--- config.mk ---
export PLATFORM = sky130hd
export DESIGN_NAME = cache_port_arbiter
export DESIGN_NICKNAME = d
export VERILOG_FILES = /design/src/rtl/cache_pkg.sv /design/src/rtl/rr_pick2.sv /design/src/rtl/cache_port_arbiter.sv
export SDC_FILE = /design/constraint.sdc
export NUM_CORES = 1
export LEC_CHECK = 0
export ABC_AREA = 1
export BUFFER_PORTS_ARGS = -buffer_cell sky130_fd_sc_hd__buf_2
export CORE_MARGIN = 1.5
export CORE_UTILIZATION = 34
export CTS_CLUSTER_DIAMETER = 40
export DETAILED_ROUTE_END_ITERATION = 6
export GPL_TIMING_DRIVEN = 0
export SLEW_MARGIN = 40
export SYNTH_ARGS = -nofsm -noshare
export SYNTH_HDL_FRONTEND = slang
export SYNTH_SLANG_ARGS = --single-unit
--- constraint.sdc ---
create_clock -name clk -period 1.8 [get_ports clk]
set_clock_uncertainty 0.1 [all_clocks]
set_input_delay 0.54 -clock clk [delete_from_list [all_inputs] [get_ports clk]]
set_output_delay 0.54 -clock clk [all_outputs]
set_load 0.05 [all_outputs]
--- src/rtl/cache_pkg.sv ---
// Shared definitions for the two-requester cache port arbiter.
package cache_pkg;

  typedef enum logic [1:0] {
    IDLE = 2'd0,
    OWN0 = 2'd1,
    OWN1 = 2'd2
  } state_t;

  localparam int WIDTH_DEFAULT     = 3;
  localparam int MAX_BURST_DEFAULT = 4;

endpackage

--- src/rtl/rr_pick2.sv ---
// Two-way round-robin pick; a held owner always wins and is identified by
// the last-grant pointer, since the owner is by construction the last granted.
module rr_pick2 (
  input  logic [1:0] req,
  input  logic       last,
  input  logic       hold,
  output logic       grant,
  output logic       valid
);

  always_comb begin
    grant = 1'b0;
    valid = 1'b0;
    if (hold) begin
      grant = last;
      valid = 1'b1;
    end else if (req == 2'b11) begin
      grant = ~last;
      valid = 1'b1;
    end else if (req[0]) begin
      grant = 1'b0;
      valid = 1'b1;
    end else if (req[1]) begin
      grant = 1'b1;
      valid = 1'b1;
    end
  end

endmodule

--- src/rtl/cache_port_arbiter.sv ---
// Arbitrates two requesters onto one registered output beat with locked
// bursts capped at MAX_BURST and round-robin fairness otherwise.
//
// state | meaning
// IDLE  | no beat held; every cycle is a capture slot
// OWN0  | out_data holds a beat from requester 0
// OWN1  | out_data holds a beat from requester 1
module cache_port_arbiter
  import cache_pkg::*;
#(
  parameter int WIDTH     = WIDTH_DEFAULT,
  parameter int MAX_BURST = MAX_BURST_DEFAULT
) (
  input  logic             clk,
  input  logic             rst_n,
  input  logic             req_0,
  input  logic [WIDTH-1:0] din_0,
  input  logic             lock_0,
  output logic             gnt_0,
  input  logic             req_1,
  input  logic [WIDTH-1:0] din_1,
  input  logic             lock_1,
  output logic             gnt_1,
  output logic             sel,
  output logic             out_valid,
  output logic [WIDTH-1:0] out_data,
  input  logic             out_ready
);

  state_t     state;
  logic [3:0] burst_cnt;
  logic       last_grant;
  logic       capture;
  logic       own_lock;
  logic       hold;
  logic       pick;
  logic       pick_valid;
  logic       take;

  assign capture  = (state == IDLE) || (out_valid && out_ready);
  assign own_lock = ((state == OWN0) && req_0 && lock_0) ||
                    ((state == OWN1) && req_1 && lock_1);
  // At the cap the owner's lock is ignored and it competes like anyone else.
  assign hold     = own_lock && (burst_cnt < 4'(MAX_BURST));

  rr_pick2 u_pick (
    .req   ({req_1, req_0}),
    .last  (last_grant),
    .hold  (hold),
    .grant (pick),
    .valid (pick_valid)
  );

  assign take  = rst_n && capture && pick_valid;
  assign gnt_0 = take && !pick;
  assign gnt_1 = take && pick;

  always_ff @(posedge clk) begin
    if (!rst_n) begin
      state      <= IDLE;
      sel        <= 1'b0;
      out_valid  <= 1'b0;
      out_data   <= '0;
      burst_cnt  <= 4'd0;
      last_grant <= 1'b1;
    end else if (capture) begin
      if (pick_valid) begin
        out_valid  <= 1'b1;
        out_data   <= pick ? din_1 : din_0;
        sel        <= pick;
        state      <= pick ? OWN1 : OWN0;
        last_grant <= pick;
        burst_cnt  <= hold ? burst_cnt + 4'd1 : 4'd1;
      end else begin
        out_valid <= 1'b0;
        state     <= IDLE;
        burst_cnt <= 4'd0;
      end
    end
  end

endmodule

==> impl_metrics.csv <==
group,metric,value,unit
outcome,status,"complete, but fails checks",
outcome,violations,"setup timing",
sta,worst_slack,-255,ps
synthesis,synthFlopType,"dfxtp_1",
placement,port_buffers,19,
cts,clk_pin_slew_worst_paths,70,ps
critical_path,r2r-end,"last_grant",
pwr,p_leak,0.499,nW
cts,htreeDepth,1,
sta,post-route-min-period,2050,ps
cells_and_area,final_cell_area,988,um^2
floorplan,core_area,1690,um^2
global_routing,overflow,0,
cts,clockBufferDepth,2,
floorplan,die_y,45.1,um
critical_path,critical_path_peak_fanout,3,
hold_path,min_to,"burst_cnt[3]",
synthesis,synth-edff-count,0,
synthesis,syn_inst,86,
synthesis,yosysMostFrequentCell,"nand2_1",
synthesis,yosysUniqueCellTypes,16,
route,vias,671,
synthesis,synth_top_cells_by_count,"16 x nand2_1, 13 x inv_1, 12 x dfxtp_1, 12 x nor2_1, 11 x nand3_1",
cells_and_area,layout-drive-gt1-share,0.517,
critical_path,r2r_cells,11,
route,dr.pass1.iters,2,
sta,timing.hold.ws,358,ps
cts,clock_sink_count,12,
critical_path,worst_setup_path_end_kind,"output pin",
sta,hold_viol,0,
cts,root_buffer,"clkbuf_4",
floorplan,die_width,45.1,um
cells_and_area,syn_to_final_growth,63.9,%
route,drt_iter0_markers,7,
synthesis,synth_top_cell_area_share,0.398,
pwr,power_density,1170,nW/um^2
hold_path,hold_start,"burst_cnt[3]",
placement,dpl_cell_area,796,um^2
synthesis,synth_area_leaders,"dfxtp_1 40%, nand2_1 10%, nand3_1 9.1%",
global_routing,track_usage,0.180,
global_routing,grt_max_degree,10,
cts,cts_made_buffers,3,
cts,cts_hold_buf,0,
critical_path,r2r_start,"state[1]",
synthesis,yosys.area.top_type,"dfxtp_1",
sta,fin_crit_sh,1.14,
global_routing,grt_pass1_wl,2.52,mm
synthesis,ys_ff_latch,12,
floorplan,io_pins,20,
route,wirelength,1.58,mm
sta,setup_viol,2,
route,routed_via_density,4.90,
synthesis,syn_avg_cell_area,7.01,um^2
cts,clk_latency,280,ps
pwr,finalPower,0.00116,W
cts,cts_tree,"yes",
sta,max_slew.worst_pin.slew,299,ps
synthesis,syn-num-nets,100,
placement,dp.final_hpwl,1.01,mm
sta,rsz0062_at_grt,"true",
placement,place_ws,-537,ps
critical_path,cp.arrival,1410,ps
critical_path,crit_type,"input pin to output pin",
floorplan,die_area,2040,um^2
route,drc_errors,0,
sta,slew_violations,0,
pwr,ir_drop,0.542,mV
synthesis,synth-async-reset-ratio,0,
sta,relSlewSlack,0.801,
synthesis,yosys_warnings,0,
synthesis,yosysSeqAreaShare,0.398,
floorplan,initial_core_util,0.357,
hold_path,hold_depth,2,
global_routing,antenna_found_initial,0,
critical_path,critPathLaunchType,"input pin",
synthesis,netlist_area,603,um^2
hold_path,hold_class,"flop to flop",
floorplan,num_rows,15,
cells_and_area,final_nets,135,
critical_path,reg2reg_slack,290,ps
critical_path,crit_required,1160,ps
route,drtAntennaViolNets,0,
cells_and_area,fin_util,0.585,
sta,timing.fmax,487,MHz
cells_and_area,antenna_cells,0,
cells_and_area,n_fill_cell,174,
global_routing,first_global_vias,580,
placement,gp_congestion,0.656,
run,max_cap_violations,0,
route,avgRoutedWirePerCell,11.5,um
## cell families after synthesis
| family | after synthesis | synth area share |
|---|---|---|
| flops | 12 | 0.398 |
| simple gates | 47 | 0.363 |
| compound gates | 12 | 0.131 |
| buf+inv | 14 | 0.0871 |
| fa+ha+maj | 1 | 0.0207 |
## worst max-delay path by stage
stage / startpoint / cells after the start / slack, ps / endpoint
after floorplan: out_ready / 6 / -240 / gnt_1
after global placement: out_ready / 8 / -530 / gnt_1
after detailed placement: out_ready / 8 / -540 / gnt_1
after CTS: state[0] / 9 / -230 / gnt_0
after global routing: state[1] / 8 / -330 / gnt_0
final: req_1 / 10 / -250 / gnt_0
## routing by layer
| layer | vias up | GRT usage | wire (um) |
|---|---|---|---|
| li1 | 350 | - | - |
| met1 | 304 | 0.219 | 669 |
| met2 | 12 | 0.274 | 811 |
| met3 | 5 | 0.0720 | 67 |
| met4 | 0 | 0.0882 | 31 |
| met5 | - | 0 | 0 |
## flip-flops by register name (all words and copies together), names as in the netlist
name,count
burst_cnt,4
out_data,3
state,2
last_grant,1
out_valid,1
sel,1
## critical path, stage by stage
cell	delay, ps
buf_6	70
inv_4	40
nor2_4	100
nand2_2	70
nand2_4	100
nand2_4	60
nand2_4	100
nand2_4	70
nor2_4	110
buf_8	150
## cells in the final DEF (no fill, tap or decap)
cell,instances
clkbuf_4,3
o211ai_1,1
buf_2,14
nand2_2,5
nand2_1,9
nand3_1,11
nand2_4,8
a21oi_1,5
o22ai_1,1
o32ai_1,1
buf_8,1
inv_2,3
o21ai_0,2
nor2_2,2
ha_1,1
inv_1,10
dfxtp_1,9
nor2_4,2
nand3_4,1
nor2_1,8
clkbuf_8,1
buf_4,12
nand2_8,1
a21oi_4,2
inv_4,1
dfxtp_4,3
buf_6,3
## area by class of cell
cell class	count	area (um^2)	area share
Clock buffer	4	36.3	0.0367
Timing Repair Buffer	30	209	0.211
Tap cell	17	21.3	0.0215
Multi-Input combinational cell	60	415	0.420
Sequential cell	12	251	0.254
Inverter	14	55.1	0.0557
## stage by stage
step	std cells	setup TNS [ps]
after floorplan	86	-433
after global placement	122	-1020
after detailed placement	122	-1030
after CTS	136	-456
after global routing	137	-611
final	137	-470
## report_power, final
part           internal [W]  switching, W  leakage, nW
clock network      0.000123     0.0000918       0.0210
registers          0.000332     0.0000535        0.101
logic              0.000215      0.000346        0.377
total              0.000670      0.000491        0.499
## repair_timing
action / in CTS / in global routing
pin swaps: 10 / 6
endpoints found under the setup margin: 2 / 2
setup buffers: 10 / 1
resized for setup: 14 / 10
Power figures use the tool's default switching activity.
